<file path="src/rtl/bus_pkg.sv">
// Shared encodings and defaults for the two-master bus arbiter.
package bus_pkg;

  localparam logic [1:0] IDLE  = 2'd0;
  localparam logic [1:0] ISSUE = 2'd1;
  localparam logic [1:0] WAIT  = 2'd2;
  localparam logic [1:0] DONE  = 2'd3;

  localparam logic OWN_I = 1'b0;
  localparam logic OWN_D = 1'b1;

  localparam logic [31:0] DEFAULT_ERR_DATA = 32'hDEADBEEF;

  // Wide enough for the largest legal TIMEOUT (255).
  localparam int unsigned CNT_W = 8;

endpackage

</file>
<file path="src/rtl/bus_timeout_counter.sv">
// Counts cycles of an outstanding bus transaction; expired marks the final
// allowed cycle (count == TIMEOUT-1).
module bus_timeout_counter
  import bus_pkg::*;
#(
  parameter int unsigned TIMEOUT = 16
) (
  input  logic clk,
  input  logic reset_n,
  input  logic clear,
  input  logic enable,
  output logic expired
);

  localparam logic [CNT_W-1:0] LAST = CNT_W'(TIMEOUT - 1);

  logic [CNT_W-1:0] count;

  always_ff @(posedge clk or negedge reset_n) begin
    if (!reset_n) begin
      count <= '0;
    end else if (clear) begin
      count <= '0;
    end else if (enable && !expired) begin
      count <= count + CNT_W'(1);
    end
  end

  assign expired = (count == LAST);

endmodule

</file>
<file path="src/rtl/bus_arbiter.sv">
// Two-master (instruction fetch / load-store) arbiter onto one busy/ack bus,
// with timeout-to-error. Define BUS_ARBITER_ROUND_ROBIN_EN for alternating priority.
module bus_arbiter
  import bus_pkg::*;
#(
  parameter int unsigned TIMEOUT  = 16,
  parameter logic [31:0] ERR_DATA = DEFAULT_ERR_DATA
) (
  input  logic        clk,
  input  logic        reset_n,
  input  logic        i_req,
  input  logic [31:0] i_addr,
  output logic [31:0] i_rdata,
  output logic        i_stall,
  input  logic        d_rreq,
  input  logic        d_wreq,
  input  logic [31:0] d_addr,
  input  logic [31:0] d_wdata,
  output logic [31:0] d_rdata,
  output logic        d_stall,
  output logic        bus_err,
  output logic        bus_rreq,
  output logic        bus_wreq,
  output logic [31:0] bus_addr,
  output logic [31:0] bus_wdata,
  input  logic [31:0] bus_rdata,
  input  logic        bus_busy,
  input  logic        bus_ack
);

  logic [1:0]  state;
  logic        owner_q;
  logic        write_q;
  logic [31:0] addr_q;
  logic [31:0] wdata_q;
  logic        err_q;
  logic        d_pend;
  logic        grant_d;
  logic        active;
  logic        expired;

`ifdef BUS_ARBITER_ROUND_ROBIN_EN
  logic last_owner;
`endif

  always_comb begin
    d_pend = d_rreq | d_wreq;
`ifdef BUS_ARBITER_ROUND_ROBIN_EN
    // On a tie, data wins only if instruction was served last.
    grant_d = d_pend && (!i_req || (last_owner == OWN_I));
`else
    grant_d = d_pend;
`endif
  end

  assign active = (state == ISSUE) || (state == WAIT);

  bus_timeout_counter #(
    .TIMEOUT(TIMEOUT)
  ) u_timeout (
    .clk     (clk),
    .reset_n (reset_n),
    .clear   (!active),
    .enable  (active),
    .expired (expired)
  );

  always_ff @(posedge clk or negedge reset_n) begin
    if (!reset_n) begin
      state   <= IDLE;
      owner_q <= OWN_I;
      write_q <= 1'b0;
      addr_q  <= '0;
      wdata_q <= '0;
      err_q   <= 1'b0;
      i_rdata <= '0;
      d_rdata <= '0;
`ifdef BUS_ARBITER_ROUND_ROBIN_EN
      last_owner <= OWN_I;
`endif
    end else begin
      case (state)
        IDLE: begin
          if (d_pend || i_req) begin
            owner_q <= grant_d ? OWN_D : OWN_I;
            write_q <= grant_d && d_wreq;
            addr_q  <= grant_d ? d_addr : i_addr;
            wdata_q <= grant_d ? d_wdata : '0;
            err_q   <= 1'b0;
            state   <= ISSUE;
`ifdef BUS_ARBITER_ROUND_ROBIN_EN
            last_owner <= grant_d ? OWN_D : OWN_I;
`endif
          end
        end
        ISSUE: begin
          if (write_q && bus_ack && !bus_busy) begin
            state <= DONE;
          end else if (!write_q && bus_ack) begin
            state <= WAIT;
          end else if (expired) begin
            err_q <= 1'b1;
            state <= DONE;
            if (!write_q) begin
              if (owner_q == OWN_D) d_rdata <= ERR_DATA;
              else                  i_rdata <= ERR_DATA;
            end
          end
        end
        WAIT: begin
          if (bus_ack && !bus_busy) begin
            state <= DONE;
            if (owner_q == OWN_D) d_rdata <= bus_rdata;
            else                  i_rdata <= bus_rdata;
          end else if (expired) begin
            err_q <= 1'b1;
            state <= DONE;
            if (owner_q == OWN_D) d_rdata <= ERR_DATA;
            else                  i_rdata <= ERR_DATA;
          end
        end
        DONE: begin
          state <= IDLE;
        end
        default: begin
          state <= IDLE;
        end
      endcase
    end
  end

  assign bus_rreq  = !write_q && active;
  assign bus_wreq  = write_q && (state == ISSUE);
  assign bus_addr  = addr_q;
  assign bus_wdata = wdata_q;
  assign i_stall   = !((state == DONE) && (owner_q == OWN_I));
  assign d_stall   = !((state == DONE) && (owner_q == OWN_D));
  assign bus_err   = (state == DONE) && err_q;

endmodule

</file>
<file path="config.mk">
export PLATFORM = sky130hd
export DESIGN_NAME = bus_arbiter
export DESIGN_NICKNAME = d
export VERILOG_FILES = /design/src/rtl/bus_pkg.sv /design/src/rtl/bus_timeout_counter.sv /design/src/rtl/bus_arbiter.sv
export SDC_FILE = /design/constraint.sdc
export NUM_CORES = 1
export LEC_CHECK = 0
export BUFFER_PORTS_ARGS = -buffer_cell sky130_fd_sc_hd__buf_2
export CORE_ASPECT_RATIO = 1.75
export CORE_UTILIZATION = 40
export CTS_CLUSTER_DIAMETER = 50
export DETAILED_ROUTE_END_ITERATION = 8
export GPL_TIMING_DRIVEN = 0
export HOLD_SLACK_MARGIN = 0.15
export PLACE_DENSITY = 0.72
export SLEW_MARGIN = 20
export SYNTH_ARGS = -nofsm -noshare
export SYNTH_HDL_FRONTEND = slang
export SYNTH_SLANG_ARGS = --single-unit
</file>
<file path="constraint.sdc">
create_clock -name clk -period 1.94 [get_ports clk]
set_input_delay 0.291 -clock clk [delete_from_list [all_inputs] [get_ports clk]]
set_output_delay 0.291 -clock clk [all_outputs]
set_load 0.005 [all_outputs]
</file>
==> reports/summary.txt, run 1 <==
outcome = finished, violations left
failing checks = setup timing
cell area after layout = 9210 sq um
Final nets = 954
Die W = 95.3 um
sw frac = 0.328
GPL Wtd Cong = 0.768
drt first pass iters = 4
Power Dens Cells = 1380 nW/um^2
CTS max path bufs = 2
unrepaired setup endpoints after global routing = true
worst rel slew slack = 0.392
Layout area overhead = 51.2%
R2R Setup Slk = -110 ps
largest family of logic cells by synthesized area = multiplexers
Required @ worst endpoint = 2230 ps
Seq/Total Area, Yosys = 0.579
die height = 165 um
fin. max-slew vios = 0
Avg Vias per Cell = 5.02
area of the mapped netlist = 6090 sq um
kind of critical path = register to register
Worst setup EP type = register
top_reg_cell synth = dfrtp_1
Final period util = 1.06
GR Util All Layers = 0.217
crit start category = register
total grt overflow = 0
clk_skew = 10.7 ps
layout cells sized above 1 = 0.498
I/O pins = 268
clock tree root buffer cell = clkbuf_16
CTS H-tree depth = 4
Fin. Hold Viols = 0
WL/cell = 17.3 um
total number of vias = 5,062
Initial Util = 0.409
Int Power = 0.00852 W
fin cells = 1,008
Worst Path Max Fanout = 7
min Tclk post-route = 2050 ps
Min-Delay Path Class = primary input to register
Cells after DPL = 918
Clock Sink Count = 141
post-synthesis mux area share = 0.191
Comb pwr share = 0.378
pin count of the biggest net entering global routing = 75
CTS tree = done
Critical R2R Capture = d_rdata[30]
initial antenna violation count = 1
DR iter-0 viols = 116
Post-synth ARST share = 1.00
global-route wire length before repair = 25,900 um
FF-to-FF path depth = 7
hold depth = 3
Syn Nets = 610
die area = 15,800 sq um
Seq pwr share = 0.344
later-pin clock latency in the skew report = 400 ps
max_cap viols = 0
CP endpoint = d_rdata[30]
Synth Area in XOR/XNOR = 0.00431
worst-margin pin slew = 905 ps
Setup-failing EPs final = 57
Num CTS Buffers = 17
Synth Area in Simple Gates = 0.0838
dpl cell area = 7710 sq um
DRT antenna net count = 0
clk slew on worst S/H paths = 60 ps
Post-Synthesis Cells = 467
row cnt = 59
RR Startpoint = state[1]
number of synthesized flops with an enable pin = 0
crit path launch = state[1]
switching power = 0.00416 W
IO Port Bufs = 267
Worst EP arrival = 2340 ps
synth warn = 0
Routed WL = 17,400 um
Synth cell types = 41
syn_area_per_cell = 13.1 sq um
register bit total from synthesis = 141
Synth Area in Compound Gates = 0.100
DP HPWL = 12,000 um
Max Fclk = 488 MHz
DRC violations left = 0
post-route setup slack = -107 ps
power share of the clock group = 0.278
Synth Area in Adders = 0.0164
core region area = 14,900 sq um
Lkg Pwr = 4.44 nW
Pwr Total = 0.0127 W
number of global-route vias before repair = 5,247
maximum vdd drop = 0.807 mV
metrics by stage:
stage          utilization  hold WS (ps)  setup WS, ps  TNS, ps
6_report             0.618           167          -107    -3690
5_1_grt              0.618           152          -138    -6350
3_5_place_dp         0.517           299          -609   -25150
3_3_place_gp         0.515           460         -1300  -200040
2_1_floorplan            -         -4.59         -44.1    -2430
4_1_cts              0.602           151         -87.1    -2930
power by group through the flow:
stage | logic, W | clock network (W) | registers (W)
2_1_floorplan | 0.00211 | 0 | 0.00440
3_3_place_gp | 0.00372 | 0 | 0.00434
3_5_place_dp | 0.00387 | 0 | 0.00437
4_1_cts | 0.00440 | 0.00359 | 0.00434
5_1_grt | 0.00522 | 0.00373 | 0.00446
6_report | 0.00479 | 0.00352 | 0.00436
logic make-up (layout without fill, tap and decap cells):
| kind of cell | after synthesis | in the layout |
|---|---|---|
| flops | 141 | 141 |
| simple gates | 98 | 98 |
| mux | 97 | 97 |
| compound gates | 88 | 88 |
| buf+inv | 32 | 389 |
| fa+ha+maj | 8 | 8 |
| xor+xnor | 3 | 3 |
| other cells | 0 | 1 |
registers in the layout, summed over array words and instances (netlist names), 2 cells and up:
register and count:
state 2, u_timeout.count 8, bus_wdata 32, d_rdata 32, i_rdata 32, bus_addr 32
worst min-delay path by stage:
stage / startpoint / to
floorplan: reset_n / bus_addr[0]
global placement: bus_addr[7] / bus_addr[7]
detailed placement: reset_n / d_rdata[7]
CTS: i_addr[16] / bus_addr[16]
global route: i_addr[16] / bus_addr[16]
finish: i_addr[16] / bus_addr[16]
cells in the mapped netlist (all sizes together) (2+ instances only):
library cell,instances,share of area
a21o,2,0.0025
o31ai,2,0.0025
nand2,37,0.023
mux2i,33,0.054
clkbuf,16,0.0099
and2,12,0.012
ha,8,0.016
nor3,2,0.0025
nor2,9,0.0055
buf,12,0.013
o21ai,35,0.029
mux2,64,0.14
nand3b,2,0.0025
a22o,33,0.047
a2bb2oi,2,0.0029
inv,4,0.0025
nand2b,28,0.029
dfrtp,141,0.58
xor2,3,0.0043
a21oi,7,0.0064
worst max-delay path, stage by stage, from the launching register on:
cell       delay, ps
dfrtp_2          400
inv_4             60
ha_4             160
buf_6            120
a21o_1           180
a221o_4          500
clkbuf_16        200
mux2_4           290
layer usage:
| metal | routed length, um | vias up | GRT usage |
|---|---|---|---|
| met2 | 9640 | 217 | 0.399 |
| li1 | - | 2343 | - |
| met5 | 0 | - | 0 |
| met4 | 395 | 0 | 0.0916 |
| met3 | 952 | 33 | 0.0490 |
| met1 | 6400 | 2469 | 0.233 |
cell usage in the layout (no fill, tap or decap), drive strengths merged, types with 3 or more instances in the layout:
master / n
a21oi: 7
a22o: 33
and2: 12
buf: 298
bufinv: 4
clkbuf: 35
dfrtp: 141
dlygate4sd3: 38
ha: 8
inv: 10
mux2: 64
mux2i: 33
nand2: 37
nand2b: 28
nor2: 9
o21ai: 35
xor2: 3
cell type report:
type | count | area [sq um]
antenna | 1 | 2.50
fill | 1205 | 5700
sequential | 141 | 3530
buffer | 28 | 218
inverter | 4 | 20.0
tap | 183 | 229
clock inverter | 14 | 204
timing repair buffer | 325 | 1980
clock buffer | 18 | 429
multi-input combinational | 294 | 2600
timing repair:
| action | 4_1_cts | 5_1_grt |
|---|---|---|
| gates cloned | 3 | 2 |
| gates resized for setup | 31 | 47 |
| endpoints found under the hold margin | 109 | 0 |
| buffers inserted | 12 | 2 |
| hold buffers | 38 | 0 |
| pin swaps | 2 | 2 |
| endpoints found under the setup margin | 116 | 85 |
(Power assumes the default switching activity.)
==> inputs of run 2 (changes only) <==
- CORE_UTILIZATION: 40 -> 30
- PLACE_DENSITY: 0.72 -> 0.57
- REMOVE_ABC_BUFFERS: not set -> 1
- SLEW_MARGIN: 20 -> not set
==> run 2 against run 1 <==
Compared with the run above: the run still ends with setup timing left; clock power decreased by 10%; final cell count increased by 5.9%; clock skew decreased by 1.4 ps; critical endpoint is now d_rdata[10].
==> reports/summary.txt, run 2 (same netlist as run 1, synthesis figures left out) <==
Worst setup EP type = register
commonest non-fill, non-tap cell in the layout = buf_2
GPL Wtd Cong = 0.753
HP Start = i_addr[17]
CTS max path bufs = 2
total number of vias = 4,940
row cnt = 68
unrepaired setup endpoints after global routing = true
Worst Path Max Fanout = 10
drt first pass iters = 4
DRT antenna net count = 0
Required @ worst endpoint = 2230 ps
later-pin clock latency in the skew report = 410 ps
WL/cell = 16.2 um
maximum vdd drop = 0.657 mV
clk_skew = 9.31 ps
CTS tree = done
post-route setup slack = -177 ps
fin. max-slew vios = 0
failing checks = setup timing
Fin. Hold Viols = 0
die height = 191 um
outcome = finished, violations left
Max Fclk = 472 MHz
Routed WL = 17,300 um
filler cell count = 1,856
worst rel slew slack = 0.560
I/O pins = 268
Initial Util = 0.307
DR iter-0 viols = 144
CTS H-tree depth = 4
initial antenna violation count = 0
Avg Vias per Cell = 4.63
ANT cells = 0
Power Dens Cells = 1310 nW/um^2
Util after Layout = 0.477
Die W = 110 um
clk slew on worst S/H paths = 60 ps
DP HPWL = 11,300 um
Num CTS Buffers = 17
worst-margin pin slew = 660 ps
crit start category = register
RR Startpoint = state[0]
most frequent cells in the layout = 266 x buf_2, 139 x dfrtp_1, 64 x mux2_4, 56 x dlygate4sd3_1, 37 x nand2_1
Lkg Pwr = 4.49 nW
global-route wire length before repair = 26,000 um
number of global-route vias before repair = 5,089
Setup TNS = -8040 ps
hold depth = 3
FF-to-FF path depth = 6
GR Util All Layers = 0.166
layout cells sized above 1 = 0.499
die area = 20,900 sq um
Hold WS = 167 ps
Clock Sink Count = 141
clock tree root buffer cell = clkbuf_16
Layout area overhead = 55.0%
kind of critical path = register to register
total grt overflow = 0
Final nets = 954
core region area = 19,800 sq um
Critical R2R Capture = d_rdata[10]
IO Port Bufs = 267
min Tclk post-route = 2120 ps
Min-Delay Path Class = primary input to register
Setup-failing EPs final = 64
max_cap viols = 0
worst hold endpoint = bus_addr[17]
R2R Setup Slk = -180 ps
pin count of the biggest net entering global routing = 74
Worst EP arrival = 2410 ps
crit path launch = state[0]
DRC violations left = 0
Final period util = 1.09
run 2: metal layers:
layer  GRT usage  share of wire  up-vias
li1            -              -     2341
met5           0              0        -
met1       0.169           0.38     2388
met4      0.0692          0.020        0
met3      0.0441          0.053       23
met2       0.311           0.55      188
run 2: area by class of cell:
type / count / area (sq um) / share of cell area
Sequential cell: 141 / 3530 / 0.374
Clock buffer: 19 / 443 / 0.0469
Timing Repair Buffer: 353 / 2380 / 0.252
Multi-Input combinational cell: 294 / 2640 / 0.280
Tap cell: 245 / 307 / 0.0325
Clock inverter: 11 / 120 / 0.0127
Inverter: 4 / 23.8 / 0.00252
run 2: worst max-delay path by stage:
stage                         endpoint  depth (start not counted)  slack, ps
final                      d_rdata[10]                          6       -180
after detailed placement    i_rdata[9]                          7       -760
after floorplan            bus_addr[0]                          2      -4190
after global routing       d_rdata[10]                          6       -210
after global placement    bus_addr[25]                          3      -7070
after CTS                  d_rdata[11]                          6       -130
run 2: where the power goes:
part           leakage, nW  total, W  internal [W]  switching, W
registers             1.61   0.00431       0.00382      0.000486
logic                 2.62   0.00492       0.00266       0.00226
clock network        0.271   0.00316       0.00191       0.00125
total                 4.49    0.0124       0.00839       0.00400
run 2: timing repair:
item	4_1_cts	5_1_grt
endpoints found under the setup margin	68	67
resized for setup	34	37
setup buffers	14	6
gates cloned	4	1
endpoints found under the hold margin	112	0
hold buffers	56	0
pin swaps	4	2
run 2: through the flow:
step           cells  setup WS, ps  total power, W  instance area, sq um
4_1_cts         1063          -134          0.0123                  9280
3_5_place_dp     960          -761         0.00829                  7820
5_1_grt         1067          -207          0.0132                  9450
2_1_floorplan    439         -4190         0.00642                  5960
6_report        1067          -177          0.0124                  9450
3_3_place_gp     951         -7070         0.00789                  7600
run 2: critical path, cell delays in order (launching register included):
cell      delay [ps]
dfrtp_2          450
ha_4             190
and2_4           150
nand3b_1         200
a221o_4          490
buf_16           200
mux2_4           300
==> inputs of run 3 (changes only) <==
--- a/config.mk
+++ b/config.mk
@@ -9,3 +9,3 @@
 export CORE_ASPECT_RATIO = 1.75
-export CORE_UTILIZATION = 30
+export CORE_UTILIZATION = 35
 export CTS_CLUSTER_DIAMETER = 50
@@ -14,3 +14,3 @@
 export HOLD_SLACK_MARGIN = 0.15
-export PLACE_DENSITY = 0.57
+export PLACE_DENSITY = 0.64
 export REMOVE_ABC_BUFFERS = 1
==> constraint.sdc (replaced) <==
create_clock -name clk -period 1.94 [get_ports clk]
set_input_delay 0.097 -clock clk [delete_from_list [all_inputs] [get_ports clk]]
set_output_delay 0.097 -clock clk [all_outputs]
set_load 0.005 [all_outputs]
==> run 3 against run 2 <==
Compared with the run above: the run still ends with setup timing left; cell area increased by 8.3%; worst setup slack lost 34 ps; sequential share of layout area shrank 2.9 points; clock power is 5% higher; sequential power rose by 1%; critical path depth up 1; die area is 14% lower; via count grew 10%; register-to-register slack got worse by 30 ps; utilization is 12 points higher; power up 4.0%; hold slack better by 82 ps; largest power group unchanged; highest routed layer unchanged.
==> reports/summary.txt, run 3 (same netlist as run 1, synthesis figures left out) <==
RR Startpoint = state[0]
Critical R2R Capture = d_rdata[19]
CTS max path bufs = 2
post-route setup slack = -211 ps
post-place setup slack = -800 ps
min Tclk post-route = 2150 ps
Max Fclk = 465 MHz
Final nets = 1,039
ANT cells = 0
clk_skew = 9.40 ps
Min-Delay Path Class = primary input to asynchronous set/reset pin
number of global-route vias before repair = 5,805
CP endpoint = d_rdata[19]
most frequent cells in the layout = 266 x buf_2, 140 x dfrtp_1, 134 x dlygate4sd3_1, 50 x mux2_4, 37 x nand2_1
Required @ worst endpoint = 2240 ps
core region area = 17,000 sq um
Pwr Total = 0.0129 W
fin. max-slew vios = 0
CTS H-tree depth = 4
Num CTS Buffers = 17
WL/cell = 16.7 um
initial antenna violation count = 0
die height = 177 um
Hold WS = 248 ps
DP HPWL = 11,000 um
GR Util All Layers = 0.211
Avg Vias per Cell = 4.79
clk slew on worst S/H paths = 60 ps
commonest non-fill, non-tap cell in the layout = buf_2
storage element area = 3530 sq um
Routed WL = 18,900 um
met3 Use GR = 0.0475
max_cap viols = 0
Worst EP arrival = 2450 ps
crit start category = register
layout cells sized above 1 = 0.456
Util after Layout = 0.601
row cnt = 63
Worst Path Max Fanout = 7
footprint of the multi-input gates = 2590 sq um
M1 GR Usage = 0.216
die area = 18,000 sq um
Power Dens Cells = 1260 nW/um^2
Fin. Hold Viols = 0
M2 GR Usage = 0.398
outcome = finished, violations left
total grt overflow = 0
Layout area overhead = 67.9%
dpl cell area = 7780 sq um
worst-margin pin slew = 731 ps
Setup-failing EPs final = 64
R2R Setup Slk = -210 ps
kind of critical path = register to register
failing checks = setup timing
maximum vdd drop = 0.740 mV
DRC violations left = 0
global-route wire length before repair = 28,800 um
Lkg Pwr = 4.82 nW
worst rel slew slack = 0.510
IO Port Bufs = 267
DR iter-0 viols = 150
GPL Wtd Cong = 0.745
Final period util = 1.11
crit path launch = state[0]
cell area after layout = 10,200 sq um
DRT antenna net count = 0
Initial Util = 0.358
unrepaired setup endpoints after global routing = true
Die W = 102 um
filler cell count = 1,364
Clock Sink Count = 141
I/O pins = 268
CTS tree = done
pin count of the biggest net entering global routing = 76
total number of vias = 5,432
later-pin clock latency in the skew report = 420 ps
FF-to-FF path depth = 7
GR peak layer = met2
drt first pass iters = 4
Worst setup EP type = register
clock tree root buffer cell = clkbuf_16
## run 3: cell types whose count changed in the layout (fill, tap and decap cells not counted), moves of 3 or more
cell | previous run | this run
mux2_2 | 0 | 14
buf_6 | 3 | 6
buf_4 | 10 | 15
clkinv_2 | 4 | 1
mux2_4 | 64 | 50
dlygate4sd3_1 | 56 | 134
## run 3: metrics by stage
| step | instances | TNS (ps) |
|---|---|---|
| floorplan | 439 | -304720 |
| CTS | 1128 | -9220 |
| finish | 1134 | -10340 |
| detailed placement | 942 | -49590 |
| global route | 1134 | -12790 |
| global placement | 933 | -655550 |
## run 3: layout make-up
class | instances | area share
flip-flops and latches | 141 | 0.345
repair buffers | 438 | 0.313
multi-input cells | 294 | 0.253
clock buffers | 21 | 0.0450
well taps | 227 | 0.0278
clock inverters | 9 | 0.0133
inverters | 4 | 0.00244
## run 3: worst min-delay path by stage
stage / depth (start not counted) / start / endpoint
2_1_floorplan: 0 / reset_n / bus_addr[0]
6_report: 2 / reset_n / u_timeout.count[5]
3_3_place_gp: 2 / d_wdata[18] / bus_wdata[18]
4_1_cts: 5 / bus_ack / state[0]
5_1_grt: 5 / bus_ack / state[0]
3_5_place_dp: 1 / reset_n / d_rdata[25]
## run 3: timing repair
item,4_1_cts,5_1_grt
setup endpoints to repair,96,70
hold buffers,134,0
resized for setup,45,11
pin swaps,7,3
hold endpoints to repair,198,0
gates cloned,5,1
buffers inserted,17,7
## run 3: report_power, final
| part | leakage [nW] | internal (W) | total [W] | switching, W |
|---|---|---|---|---|
| logic | 2.92 | 0.00286 | 0.00521 | 0.00235 |
| clock network | 0.286 | 0.00208 | 0.00332 | 0.00123 |
| registers | 1.61 | 0.00382 | 0.00436 | 0.000537 |
| total | 4.82 | 0.00877 | 0.0129 | 0.00412 |
## run 3: worst max-delay path, cell delays in order (launching register included)
cell and delay [ps]:
dfrtp_1 430, ha_4 190, and2_4 150, nand3b_1 170
a221o_2 470, buf_6 170, buf_16 140, mux2_4 300
## run 3: routing by layer
layer / up-vias / wire length (um)
met5: - / 0
met1: 2663 / 7020
met3: 34 / 1030
met4: 0 / 487
met2: 227 / 10400
li1: 2508 / -
